**config.mk**
```make
export PLATFORM = sky130hd
export DESIGN_NAME = seg_display_ctrl_flat
export DESIGN_NICKNAME = d
export VERILOG_FILES = /design/src/rtl/seg_display_ctrl_if.sv /design/src/rtl/seg_display_ctrl.sv /design/src/flat_wrapper.sv
export SDC_FILE = /design/constraint.sdc
export NUM_CORES = 1
export LEC_CHECK = 0
export CAP_MARGIN = 20
export CELL_PAD_IN_SITES_DETAIL_PLACEMENT = 1
export CELL_PAD_IN_SITES_GLOBAL_PLACEMENT = 2
export CORE_MARGIN = 2
export CORE_UTILIZATION = 38
export CTS_BUF_LIST = sky130_fd_sc_hd__clkbuf_4 sky130_fd_sc_hd__clkbuf_8
export DETAILED_ROUTE_END_ITERATION = 10
export PLACE_DENSITY_LB_ADDON = 0.08
export SYNTH_ARGS = -nofsm -noshare
export SYNTH_HDL_FRONTEND = slang
export SYNTH_SLANG_ARGS = --single-unit
```
**constraint.sdc**
```tcl
create_clock -name clk -period 8.55 [get_ports clk]
set_input_delay 1.71 -clock clk [delete_from_list [all_inputs] [get_ports clk]]
set_output_delay 1.71 -clock clk [all_outputs]
set_load 0.05 [all_outputs]
```
**src/rtl/seg_display_ctrl_if.sv**
```systemverilog
// Result-word input and seven-segment output bundle for seg_display_ctrl.
// master drives the pipeline side; slave is the display controller.
interface seg_display_ctrl_if;
  logic [31:0] data_in;
  logic        data_valid;
  logic        sw;
  logic [1:0]  sel_out;
  logic [6:0]  seg;
  logic [3:0]  an;

  modport master (
    output data_in,
    output data_valid,
    output sw,
    output sel_out,
    input  seg,
    input  an
  );

  modport slave (
    input  data_in,
    input  data_valid,
    input  sw,
    input  sel_out,
    output seg,
    output an
  );
endinterface

```
**src/rtl/seg_display_ctrl.sv**
```systemverilog
// Latches the pipeline result word and multiplexes a 16-bit view over a 4-digit
// common-anode seven-segment display, paced by a prescaler tick in the core clock domain.
module seg_display_ctrl #(
  parameter int unsigned REFRESH_DIV = 50000,
  parameter int unsigned ALT_SCANS   = 250
) (
  input logic               clk,
  input logic               rst,
  seg_display_ctrl_if.slave bus
);

  localparam int unsigned PreW  = (REFRESH_DIV > 1) ? $clog2(REFRESH_DIV) : 1;
  localparam int unsigned ScanW = (ALT_SCANS > 1) ? $clog2(ALT_SCANS) : 1;
  localparam logic [PreW-1:0]  PreLast  = PreW'(REFRESH_DIV - 1);
  localparam logic [ScanW-1:0] ScanLast = ScanW'(ALT_SCANS - 1);

  logic [31:0]      data_q, data_d;
  logic [15:0]      upd_q, upd_d;
  logic [PreW-1:0]  pre_q, pre_d;
  logic [1:0]       dig_q, dig_d;
  logic             half_q, half_d;
  logic [ScanW-1:0] scan_q, scan_d;
  logic [6:0]       seg_q, seg_d;
  logic [3:0]       an_q, an_d;

  logic        tick;
  logic        scan_end;
  logic [15:0] view;
  logic [3:0]  nibble;

  assign tick     = (pre_q == PreLast);
  assign scan_end = tick && (dig_q == 2'd3);

  always_ff @(posedge clk) begin
    if (rst) begin
      data_q <= '0;
      upd_q  <= '0;
      pre_q  <= '0;
      dig_q  <= '0;
      half_q <= 1'b0;
      scan_q <= '0;
      seg_q  <= 7'b1111111;
      an_q   <= 4'b1111;
    end else begin
      data_q <= data_d;
      upd_q  <= upd_d;
      pre_q  <= pre_d;
      dig_q  <= dig_d;
      half_q <= half_d;
      scan_q <= scan_d;
      seg_q  <= seg_d;
      an_q   <= an_d;
    end
  end

  always_comb begin
    data_d = data_q;
    upd_d  = upd_q;
    // Freeze drops the strobe entirely: neither the word nor the count moves.
    if (bus.data_valid && !bus.sw) begin
      data_d = bus.data_in;
      upd_d  = upd_q + 16'd1;
    end

    pre_d = tick ? '0 : pre_q + PreW'(1);
    dig_d = tick ? dig_q + 2'd1 : dig_q;

    scan_d = scan_q;
    half_d = half_q;
    // Leaving auto-alternate parks it so that re-entry starts on the lower half.
    if (bus.sel_out != 2'b11) begin
      scan_d = '0;
      half_d = 1'b0;
    end else if (scan_end) begin
      if (scan_q == ScanLast) begin
        scan_d = '0;
        half_d = ~half_q;
      end else begin
        scan_d = scan_q + ScanW'(1);
      end
    end
  end

  always_comb begin
    view = data_q[15:0];
    unique case (bus.sel_out)
      2'b00: view = data_q[15:0];
      2'b01: view = data_q[31:16];
      2'b10: view = upd_q;
      2'b11: view = half_q ? data_q[31:16] : data_q[15:0];
      default: view = data_q[15:0];
    endcase

    nibble = view[{dig_q, 2'b00} +: 4];

    seg_d = 7'b1111111;
    case (nibble)
      4'h0: seg_d = 7'b1000000;
      4'h1: seg_d = 7'b1111001;
      4'h2: seg_d = 7'b0100100;
      4'h3: seg_d = 7'b0110000;
      4'h4: seg_d = 7'b0011001;
      4'h5: seg_d = 7'b0010010;
      4'h6: seg_d = 7'b0000010;
      4'h7: seg_d = 7'b1111000;
      4'h8: seg_d = 7'b0000000;
      4'h9: seg_d = 7'b0010000;
      4'hA: seg_d = 7'b0001000;
      4'hB: seg_d = 7'b0000011;
      4'hC: seg_d = 7'b1000110;
      4'hD: seg_d = 7'b0100001;
      4'hE: seg_d = 7'b0000110;
      4'hF: seg_d = 7'b0001110;
      default: seg_d = 7'b1111111;
    endcase

    an_d = ~(4'b0001 << dig_q);
  end

  assign bus.seg = seg_q;
  assign bus.an  = an_q;

endmodule

```
**src/flat_wrapper.sv**
```systemverilog
// flat-port wrapper written by rule: the top's interface ports become plain ports
module seg_display_ctrl_flat 
#(
  parameter int unsigned REFRESH_DIV = 50000,
  parameter int unsigned ALT_SCANS   = 250
)
  (clk, rst, bus_data_in, bus_data_valid, bus_sw, bus_sel_out, bus_seg, bus_an);
  seg_display_ctrl_if bus_i ();
  input logic clk;
  input logic rst;
  input wire logic [$bits(bus_i.data_in)-1:0] bus_data_in;
  input wire logic [$bits(bus_i.data_valid)-1:0] bus_data_valid;
  input wire logic [$bits(bus_i.sw)-1:0] bus_sw;
  input wire logic [$bits(bus_i.sel_out)-1:0] bus_sel_out;
  output wire logic [$bits(bus_i.seg)-1:0] bus_seg;
  output wire logic [$bits(bus_i.an)-1:0] bus_an;
  assign bus_i.data_in = bus_data_in;
  assign bus_i.data_valid = bus_data_valid;
  assign bus_i.sw = bus_sw;
  assign bus_i.sel_out = bus_sel_out;
  assign bus_seg = bus_i.seg;
  assign bus_an = bus_i.an;
  seg_display_ctrl #(.REFRESH_DIV(REFRESH_DIV), .ALT_SCANS(ALT_SCANS)) u_core (.clk(clk), .rst(rst), .bus(bus_i));
endmodule
```
# Yosys cells after proc, flatten, opt, wreduce, memory -nomap -nowiden

Memory sizes are Yosys's and may differ from the RTL's. A register that Yosys moved wholly into a read port is not among the register bits.
Index checks and enable logic that the tools add are counted.
W data, S select, Z words.

Register bits: 79
Memory bits (read-only): 112
Bits of input ports: 38
Output and inout port bits: 11
Logic and storage cells: 33
Memories: 1

Add/subtract/negate cells: 4
Equal/unequal tests: 7
Shifts and indexed selects: 2
Muxes and demuxes: 3
Bitwise gates (word level): 2
Reduce and logical (&&, ||, !) cells: 7

Memory list:

| name             | depth | bits a word | rd ports | clocked after Yosys merged registers in | write ports | RTL line               | source |
|---|---|---|---|---|---|---|---|
| (name not given) | 16    | 7           | 1        | 1                                       | 0           | seg_display_ctrl.sv:97 | `case (nibble)` |

Operators with widths:

| kind                    | count |
|---|---|
| $pmux W16 S4            | 1 |
| $add A16 B1 Y16 const B | 2 |
| $eq A16 B16 Y1 const B  | 1 |
| $mux W16                | 1 |
| $shiftx A16 B5 Y4       | 1 |
| $add A8 B1 Y8 const B   | 1 |
| $eq A8 B8 Y1 const B    | 1 |
| $mux W8                 | 1 |
| $eq A2 B2 Y1 const B    | 3 |
| $not A4 Y4              | 1 |
| $reduce_or A2 Y1        | 2 |
| $shl A1 B2 Y4 const A   | 1 |
| $add A2 B1 Y2 const B   | 1 |
| $eq A2 B1 Y1 const B    | 1 |
| $logic_and A1 B1 Y1     | 2 |
| $logic_not A2 Y1        | 1 |
| $ne A2 B2 Y1 const B    | 1 |
| $reduce_and A2 Y1       | 1 |
| $logic_not A1 Y1        | 1 |
| $not A1 Y1              | 1 |

# Logic depth before layout (Yosys ltp)

Gate-level depths: netlist (run 1).

Word-level depth: 3
Mapped depth: 11
Depth with buffers taken out: 9

# Worst setup path after synthesis (run 1)

OpenSTA, ideal clock, no wires.

Path type: input -> register
From: input bus_sel_out[0]
To: register u_core.seg_q[3], in the netlist u_core.bus.seg[3]
Setup time: 123 ps
Arrival time: 3861 ps
Data required time: 8427 ps
Path slack: 4565 ps
Cell stages on the path: 9
Path buffers: 2
Path through: buf_4 -> nand2_1 -> o21ba_2 -> clkbuf_1 -> o21ai_0 -> inv_1 -> ha_1 -> mux4_2 -> or2_2

Longest elaborated chain between the ends: 3
Elaborated cells between the ends (all ways): 6
Classes of those cells: 3 x eq/ne; 1 x shift; 1 x mux; 1 x reduce/logical

RTL lines:

| item                                 | RTL line               | source |
|---|---|---|
| start, declared                      | flat_wrapper.sv:14     | `input wire logic [$bits(bus_i.sel_out)-1:0] bus_sel_out;` |
| $eq A2 B2 Y1 (tied with other cells) | seg_display_ctrl.sv:86 | `unique case (bus.sel_out)` |
| $pmux W16 S4 (*)                     | seg_display_ctrl.sv:86 |  |
| $shiftx A16 B5 Y4 (*)                | seg_display_ctrl.sv:94 | `nibble = view[{dig_q, 2'b00} +: 4];` |
| end, declared                        | seg_display_ctrl.sv:23 | `logic [6:0] seg_q, seg_d;` |

Every way passes the cells marked *; elsewhere a longest branch is shown, timed or not.
A chain may end at the register's enable or synchronous reset.

# Worst setup path after layout (run 1)

Ends and elaborated chain as after synthesis.

==> flow_summary.json, run 1 <==
{
  "rr_startpoint": "u_core.dig_q[0]",
  "fin_crit_ns": 4.48,
  "crit_family": "compound AO/OA/AOI/OAI gates",
  "overflow": 0,
  "ios": 49,
  "clk_latency_ns": 0.35,
  "cts.reportedPaths.clkPinSlew_ns": 0.08,
  "core-area_sq_mm": 0.0102,
  "layout_common_cells": "93 x nand2_1, 86 x dfxtp_1, 47 x clkdlybuf4s50_1",
  "grt_pass1_wl_um": 15200,
  "post_drt_wl_per_cell_um": 14.2,
  "fp-row-count": 37,
  "die_area_sq_mm": 0.0112,
  "ir_worst_vdd_mv": 0.0782,
  "status": "finished clean",
  "ctsHoldBuffers": 0,
  "cp-start-kind": "input port",
  "synthDistinctLibCells": 46,
  "gp_congestion": 0.780,
  "clock_sinks": 86,
  "start_util_pct": 38.7,
  "period_share_pct": 52.4,
  "finalNetCount": 534,
  "placed_area_sq_mm": 0.00451,
  "fp.dieW_um": 106,
  "post_cts_buffers": 0,
  "arrival_ns": 4.73,
  "maxCapViolations": 0,
  "max_slew_margin_pct": 39.5,
  "grt_pass1_vias": 3213,
  "reg2reg_to": "u_core.bus.seg[3]",
  "min_from": "u_core.pre_q[0]",
  "firstDrtPassIters": 4,
  "total_power_uw": 798,
  "nFillCells": 1226,
  "drtIter0Drc": 96,
  "crit_path_max_fanout": 11,
  "synthToLayoutAreaGrowth_pct": 19.3,
  "drcViolationCount": 0,
  "rsz0062_at_grt": "no",
  "holdWs_ns": 0.447,
  "cts_resized": 0,
  "ys_ff_latch": 86,
  "hold_depth": 1,
  "syn-num-nets": 495,
  "groute.usage.overall_pct": 17.2,
  "cp_num_buf_inv": 2,
  "synth-async-reset-ratio_pct": 0,
  "skew_ns": 0.00885,
  "synth.yosys.seq_area_share_pct": 43.6,
  "die_h_um": 106,
  "tritoncts": "built",
  "critPathSlowestCell": "clkdlybuf4s50_1",
  "layout-drive-gt1-share_pct": 9.26,
  "path_cells": "clkdlybuf4s50_1 > nand2_1 > o21ba_2 > o21ai_0 > inv_1 > ha_1 > mux4_2 > or2_2",
  "antenna_found_initial": 0,
  "critPathMaxStageDelay_ns": 0.75,
  "post-route-util_pct": 46.2,
  "hold_violations": 0,
  "tightest_slew_ns": 0.901,
  "r2r_cells": 7,
  "synth-edff-count": 0,
  "r2r_setup_slack_ns": 5.39,
  "cts_made_buffers": 9,
  "root_buffer": "clkbuf_8",
  "avgSynthCellArea_sq_um": 8.91,
  "crit_type": "in2reg",
  "syn_area_sq_mm": 0.00395,
  "finalMaxSlewViolations": 0,
  "p_leak_uw": 0.00176,
  "max_freq_ghz": 0.223,
  "h-tree-depth": 3,
  "grt_max_degree": 61,
  "cts_buffer_depth": 2,
  "via_count": 3093,
  "cp.required_ns": 8.80,
  "tns_ns": 0,
  "insertedDiodeCount": 0,
  "final_common_cell": "nand2_1",
  "yosysWarningCount": 0,
  "numPortBuffers": 48,
  "via_per_inst": 4.97,
  "place_hpwl_um": 6280,
  "synthFlopType": "dfxtp_1",
  "antenna_left": 0,
  "endpoint_kind": "register",
  "postRouteWirelength_um": 8850,
  "finalInstanceArea_sq_mm": 0.00471,
  "setup_viol": 0,
  "min_to": "u_core.pre_q[0]",
  "power_density_mw_per_mm2": 169,
  "syn_inst": 443,
  "hold_class": "reg2reg"
}
==> sequential cells by signal, indices dropped and copies added, names as in the netlist <==
register / cells
u_core.upd_q: 16
u_core.pre_q: 16
u_core.half_q: 1
u_core.scan_q: 8
u_core.dig_q: 2
u_core.bus.an: 4
u_core.data_q: 32
u_core.bus.seg: 7
==> cell usage after synthesis (7+ instances only) <==
| cell | number | area [sq um] |
|---|---|---|
| clkbuf_1 | 12 | 45.0 |
| inv_1 | 8 | 30.0 |
| and3_1 | 8 | 50.1 |
| xnor2_1 | 11 | 96.3 |
| a21oi_1 | 37 | 185 |
| ha_1 | 14 | 175 |
| nand2_1 | 93 | 349 |
| dfxtp_1 | 86 | 1720 |
| nand4_1 | 9 | 56.3 |
| mux2i_1 | 9 | 90.1 |
| nor2_1 | 44 | 165 |
| nand3_1 | 12 | 60.1 |
| mux4_2 | 7 | 158 |
| xor2_1 | 25 | 219 |
| mux2_2 | 8 | 90.1 |
==> worst max-delay path by stage <==
stage	from	to	slack, ns	cells past startpoint
finish	bus_sel_out[0]	u_core.bus.seg[3]	4.07	8
global route	bus_sel_out[0]	u_core.bus.seg[3]	3.84	8
CTS	bus_sel_out[0]	u_core.bus.seg[3]	4.10	8
detailed placement	bus_sel_out[0]	u_core.bus.seg[3]	3.73	8
global placement	bus_sel_out[0]	u_core.bus.seg[3]	3.87	8
floorplan	bus_sel_out[0]	u_core.bus.seg[3]	4.57	9
==> cell type report <==
type | count | area (sq um) | area share [%]
Inverter | 9 | 33.8 | 0.718
Clock inverter | 1 | 30.0 | 0.638
Multi-Input combinational cell | 324 | 2080 | 44.2
Clock buffer | 14 | 168 | 3.56
Timing Repair Buffer | 52 | 505 | 10.7
Tap cell | 136 | 170 | 3.61
Sequential cell | 86 | 1720 | 36.6
==> power breakdown <==
part           switching, uW  internal [uW]
Sequential              6.04            413
Combinational           50.2           40.6
Clock                    133            155
==> kinds of logic after synthesis <==
| family | after synthesis | synth area share [%] |
|---|---|---|
| compound gates | 57 | 8.56 |
| xor+xnor | 36 | 7.99 |
| fa+ha+maj | 14 | 4.44 |
| buf+inv | 33 | 3.71 |
| flops | 86 | 43.6 |
| mux | 24 | 8.56 |
| simple gates | 193 | 23.1 |
==> metrics by stage <==
step                      instances  setup WS, ns
after floorplan                 443          4.57
after global placement          607          3.87
after detailed placement        607          3.73
after CTS                       622          4.10
after global routing            622          3.84
final                           622          4.07
==> per-layer routing <==
metal | vias to the layer above | share of wire [%] | global-route usage, %
met3 | 16 | 3.7 | 4.29
met4 | 0 | 2.2 | 7.61
met5 | - | 0 | 0
met1 | 1456 | 46 | 21.3
met2 | 47 | 48 | 28.3
li1 | 1574 | - | -
Note: power is estimated with default switching activity, not from simulation.
==> run 2, diff against run 1 <==
--- a/config.mk
+++ b/config.mk
@@ -9,7 +9,7 @@
 export CELL_PAD_IN_SITES_DETAIL_PLACEMENT = 1
 export CELL_PAD_IN_SITES_GLOBAL_PLACEMENT = 2
 export CORE_MARGIN = 2
-export CORE_UTILIZATION = 38
+export CORE_UTILIZATION = 35
 export CTS_BUF_LIST = sky130_fd_sc_hd__clkbuf_4 sky130_fd_sc_hd__clkbuf_8
 export DETAILED_ROUTE_END_ITERATION = 10
 export PLACE_DENSITY_LB_ADDON = 0.08
==> constraint.sdc (replaced) <==
create_clock -name clk -period 4.55 [get_ports clk]
set_input_delay 0.91 -clock clk [delete_from_list [all_inputs] [get_ports clk]]
set_output_delay 0.91 -clock clk [all_outputs]
set_load 0.05 [all_outputs]
==> run 2 against run 1 <==
  * Final cell count up 0.96%
  * Worst setup slack worse by 3.2 ns
  * Flip-flop and latch count unchanged
  * Core utilization down 2.9 points
  * Highest routed layer unchanged
  * Hold slack better by 0.0087 ns
  * Sequential power up 88%
  * Critical path depth unchanged
  * First-iteration DRC count down 9.4%
  * Sequential share of layout area down 0.26 points
  * Clock power up 100%
==> flow_summary.json, run 2 (synthesized netlist as in run 1, its figures left out) <==
{
  "cts_resized": 0,
  "h-tree-depth": 3,
  "finalMaxSlewViolations": 0,
  "ctsHoldBuffers": 0,
  "numPortBuffers": 48,
  "fp-row-count": 38,
  "place_hpwl_um": 6620,
  "grt_pass1_wl_um": 15200,
  "die_area_sq_mm": 0.0121,
  "cp_num_buf_inv": 2,
  "layout-drive-gt1-share_pct": 9.63,
  "fin_crit_ns": 3.66,
  "reg.largest.list": "u_core.data_q: 32 flops, u_core.pre_q: 16 flops, u_core.upd_q: 16 flops",
  "drcViolationCount": 0,
  "tns_ns": 0,
  "max_freq_ghz": 0.273,
  "postRouteWirelength_um": 9260,
  "max_slew_margin_pct": 48.2,
  "final_common_cell": "nand2_1",
  "start_util_pct": 36.1,
  "path_cells": "clkdlybuf4s50_1 > nand2_1 > o21ba_2 > o21ai_0 > inv_1 > ha_1 > mux4_2 > or2_2",
  "grt_max_degree": 60,
  "post_drt_wl_per_cell_um": 14.7,
  "cp.required_ns": 4.79,
  "finalInstanceArea_sq_mm": 0.00474,
  "insertedDiodeCount": 0,
  "status": "finished clean",
  "placed_area_sq_mm": 0.00453,
  "via_count": 3111,
  "core-area_sq_mm": 0.0109,
  "crit_path_max_fanout": 11,
  "gp_congestion": 0.779,
  "largest_reg_flops": 32,
  "nFillCells": 1286,
  "ios": 49,
  "seq_area_sq_mm": 0.00172,
  "arrival_ns": 3.91,
  "layout_common_cells": "93 x nand2_1, 86 x dfxtp_1, 47 x clkdlybuf4s50_1",
  "groute.usage.overall_pct": 16.4,
  "rsz0062_at_grt": "no",
  "multi_input_area_sq_mm": 0.00208,
  "antenna_left": 0,
  "power_density_mw_per_mm2": 324,
  "cts_buffer_depth": 2,
  "hold_violations": 0,
  "tightest_slew_ns": 0.769,
  "crit_family": "compound AO/OA/AOI/OAI gates",
  "min_to": "u_core.data_q[19]",
  "min_from": "u_core.data_q[19]",
  "finalNetCount": 536,
  "via_per_inst": 4.95,
  "skew_ns": 0.00487,
  "dp_cells": 613,
  "r2r_setup_slack_ns": 1.18,
  "clock_sinks": 86,
  "rr_startpoint": "u_core.dig_q[0]",
  "reg2reg_to": "u_core.bus.seg[3]",
  "fp.dieW_um": 110,
  "crit_type": "in2reg",
  "drtIter0Drc": 87,
  "grt_pass1_vias": 3146,
  "finalNonFillerCells": 628,
  "total_power_uw": 1540,
  "period_share_pct": 80.5,
  "cts_made_buffers": 9,
  "cp-start-kind": "input port",
  "endpoint_kind": "register",
  "maxCapViolations": 0,
  "root_buffer": "clkbuf_8",
  "synthToLayoutAreaGrowth_pct": 20.2,
  "hold_depth": 2,
  "firstDrtPassIters": 4,
  "die_h_um": 110,
  "cts.reportedPaths.clkPinSlew_ns": 0.08,
  "largest_register": "u_core.data_q",
  "hold_class": "reg2reg",
  "critPathSlowestCell": "clkdlybuf4s50_1",
  "setup_viol": 0,
  "r2r_cells": 9,
  "ir_worst_vdd_mv": 0.124,
  "tritoncts": "built",
  "post_cts_buffers": 0,
  "p_leak_uw": 0.00177,
  "antenna_found_initial": 0,
  "overflow": 0,
  "critPathMaxStageDelay_ns": 0.75,
  "clk_latency_ns": 0.35
}
## run 2: changes by cell type in the layout (fill, tap and decap cells not counted)
cell / before / now
clkbuf_8: 10 / 9
clkinv_2: 0 / 1
clkinvlp_4: 0 / 1
bufinv_16: 1 / 2
buf_4: 4 / 6
clkbuf_4: 4 / 2
## run 2: area by class of cell
cell class	instances	share of cell area [%]
Clock buffer	11	2.93
Inverter	9	0.712
Clock inverter	4	1.53
Sequential cell	86	36.3
Tap cell	140	3.69
Timing Repair Buffer	54	11.0
Multi-Input combinational cell	324	43.9
## run 2: tightest hold or removal path: cells and delay by family, from the launching register on
family / cells / cell delay, ns
AO/OA/AOI/OAI: 1 / 0.05
flip-flops: 1 / 0.31
AND/OR/NAND/NOR: 1 / 0.05
## run 2: metrics by stage
| step | hold WS (ns) | setup WS (ns) | utilization [%] |
|---|---|---|---|
| final | 0.456 | 0.886 | 43.4 |
| after global routing | 0.468 | 0.682 | 43.4 |
| after CTS | 0.458 | 0.918 | 43.4 |
| after detailed placement | 0.442 | 0.544 | 41.4 |
| after global placement | 0.428 | 0.657 | 41.4 |
| after floorplan | 0.413 | 1.37 | - |
## run 2: worst max-delay path by stage
stage / startpoint / end / slack (ns) / cells after the start
finish: bus_sel_out[0] / u_core.bus.seg[3] / 0.89 / 8
global route: bus_sel_out[0] / u_core.bus.seg[3] / 0.68 / 8
CTS: bus_sel_out[0] / u_core.bus.seg[3] / 0.92 / 8
detailed placement: bus_sel_out[0] / u_core.bus.seg[3] / 0.54 / 8
global placement: bus_sel_out[0] / u_core.bus.seg[3] / 0.66 / 8
floorplan: bus_sel_out[0] / u_core.bus.seg[3] / 1.37 / 9
## run 2: per-layer routing
metal  GRT usage, %  share of wire [%]  wire length (um)
met5              0                  0                 0
met1           20.1                 48              4420
met2           28.6                 48              4480
met3           2.29                2.3               214
met4           7.23                1.6               149
## run 2: power breakdown
part,total (uW),internal (uW),switching [uW],leakage (uW)
logic,170,76.4,93.9,0.000961
registers,788,776,11.9,0.000700
clock network,581,318,263,0.000106
==> run 3, diff against run 2 <==
==> constraint.sdc (replaced) <==
create_clock -name clk -period 3.4 [get_ports clk]
set_input_delay 0.68 -clock clk [delete_from_list [all_inputs] [get_ports clk]]
set_output_delay 0.68 -clock clk [all_outputs]
set_load 0.05 [all_outputs]
==> run 3 against run 2 <==
  * Die area is the same
  * Combinational power grew 38%
  * Worst setup slack lost 0.36 ns
  * Clock power grew 34%
  * Flip-flop and latch count is the same
  * Largest cell class unchanged
  * Global-route usage is essentially flat
  * Non-clock buffer count grew 4
==> flow_summary.json, run 3 (synthesized netlist as in run 1, its figures left out) <==
{
  "cts_made_buffers": 9,
  "p_switching_uw": 506,
  "cts_buffer_depth": 2,
  "start_util_pct": 36.1,
  "crit_path_max_fanout": 11,
  "min_to": "u_core.pre_q[0]",
  "netSwitchingFraction_pct": 24.4,
  "tns_ns": 0,
  "finalNonFillerCells": 633,
  "ir_worst_vdd_mv": 0.225,
  "ios": 49,
  "layout_common_cells": "93 x nand2_1, 86 x dfxtp_1, 47 x clkdlybuf4s50_1",
  "insertedDiodeCount": 0,
  "finalMaxSlewViolations": 0,
  "firstDrtPassIters": 4,
  "post-route-util_pct": 43.7,
  "tightest_slew_ns": 0.533,
  "total_power_uw": 2070,
  "groute.usage.overall_pct": 16.4,
  "gp_congestion": 0.829,
  "endpoint_kind": "register",
  "nFillCells": 1276,
  "crit_type": "in2reg",
  "place_hpwl_um": 6670,
  "grt_pass1_vias": 3124,
  "synthToLayoutAreaGrowth_pct": 21.2,
  "fin_crit_ns": 2.88,
  "hold_class": "reg2reg",
  "grt_max_degree": 39,
  "seq_area_sq_mm": 0.00172,
  "internal_power_uw": 1560,
  "antenna_left": 0,
  "status": "finished clean",
  "overflow": 0,
  "cp.required_ns": 3.66,
  "tritoncts": "built",
  "cts_resized": 0,
  "antenna_found_initial": 0,
  "hold_violations": 0,
  "via_per_inst": 4.97,
  "drtIter0Drc": 100,
  "setup_viol": 0,
  "clock_sinks": 86,
  "finalNetCount": 540,
  "ctsHoldBuffers": 0,
  "postRouteWirelength_um": 9260,
  "r2r_setup_slack_ns": 0.74,
  "post_cts_buffers": 0,
  "die_h_um": 110,
  "hold_depth": 1,
  "fp.dieW_um": 110,
  "p_leak_uw": 0.00179,
  "cp-start-kind": "input port",
  "min_from": "u_core.pre_q[0]",
  "largest_reg_flops": 32,
  "rsz0062_at_grt": "no",
  "clk_latency_ns": 0.37,
  "root_buffer": "clkbuf_8",
  "via_count": 3147,
  "reg.largest.list": "u_core.data_q: 32 flops, u_core.pre_q: 16 flops, u_core.upd_q: 16 flops",
  "max_slew_margin_pct": 64.4,
  "max_freq_ghz": 0.348,
  "maxCapViolations": 0,
  "dp_cells": 617,
  "rr_startpoint": "u_core.dig_q[0]",
  "fp-row-count": 38,
  "post_drt_wl_per_cell_um": 14.6,
  "multi_input_area_sq_mm": 0.00208,
  "skew_ns": 0.00609,
  "final_common_cell": "nand2_1",
  "arrival_ns": 3.13,
  "largest_register": "u_core.data_q",
  "power_density_mw_per_mm2": 433,
  "core-area_sq_mm": 0.0109,
  "die_area_sq_mm": 0.0121,
  "p_comb_share_pct": 11.3,
  "r2r_cells": 7,
  "h-tree-depth": 3,
  "layout-drive-gt1-share_pct": 10.5,
  "numPortBuffers": 48,
  "grt_pass1_wl_um": 15100,
  "clockPowerShare_pct": 37.7,
  "seq_power_share_pct": 51.0,
  "drcViolationCount": 0,
  "cts.reportedPaths.clkPinSlew_ns": 0.08,
  "period_share_pct": 84.6,
  "reg2reg_to": "u_core.bus.seg[3]"
}
## run 3: cell count changes in the layout (fill, tap and decap cells not counted), sizes merged
cell / previous run / this run
clkinv: 1 / 2
buf: 7 / 11
clkbuf: 11 / 13
clkinvlp: 1 / 0
bufinv: 2 / 1
## run 3: per-stage QoR
step / hold slack (ns) / worst slack, ns / area, sq um
6_report: 0.451 / 0.524 / 4780
5_1_grt: 0.482 / 0.390 / 4780
4_1_cts: 0.460 / 0.539 / 4780
3_5_place_dp: 0.440 / 0.139 / 4560
3_3_place_gp: 0.428 / 0.205 / 4560
2_1_floorplan: 0.413 / 0.412 / 3950
## run 3: worst max path at each step
stage                         start           endpoint
floorplan           u_core.dig_q[0]  u_core.bus.seg[3]
global placement     bus_sel_out[0]  u_core.bus.seg[3]
detailed placement   bus_sel_out[0]  u_core.bus.seg[3]
CTS                  bus_sel_out[0]  u_core.bus.seg[3]
global route         bus_sel_out[0]  u_core.bus.seg[3]
finish               bus_sel_out[0]  u_core.bus.seg[3]
## run 3: layer usage
| layer | part of all wire [%] | global-route usage, % | vias up | wire [um] |
|---|---|---|---|---|
| met3 | 3.0 | 2.94 | 12 | 280 |
| met2 | 48 | 26.5 | 41 | 4400 |
| li1 | - | - | 1586 | - |
| met4 | 2.2 | 8.30 | 0 | 202 |
| met5 | 0 | 0 | - | 0 |
| met1 | 47 | 21.1 | 1508 | 4370 |
## run 3: power by group through the flow
stage / combinational (uW) / clock, uW / sequential (uW)
2_1_floorplan: 106 / 0 / 1110
3_3_place_gp: 233 / 0 / 1080
3_5_place_dp: 238 / 0 / 1080
4_1_cts: 239 / 819 / 1060
5_1_grt: 258 / 844 / 1060
6_report: 234 / 779 / 1050
## run 3: layout make-up
type                    instances  share of cell area, %
clock buffers                  13                   3.74
repair buffers                 58                   11.5
inverters                       9                  0.707
multi-input cells             324                   43.5
clock inverters                 3                  0.838
well taps                     140                   3.66
flip-flops and latches         86                   36.0
## run 3: worst max-delay path: stages
cell             delay (ns)
clkdlybuf4s50_1        0.47
buf_4                  0.19
nand2_1                0.10
o21ba_2                0.27
nand3_1                0.08
o21ai_0                0.12
buf_4                  0.19
ha_1                   0.27
inv_1                  0.05
mux4_2                 0.44
or2_2                  0.27
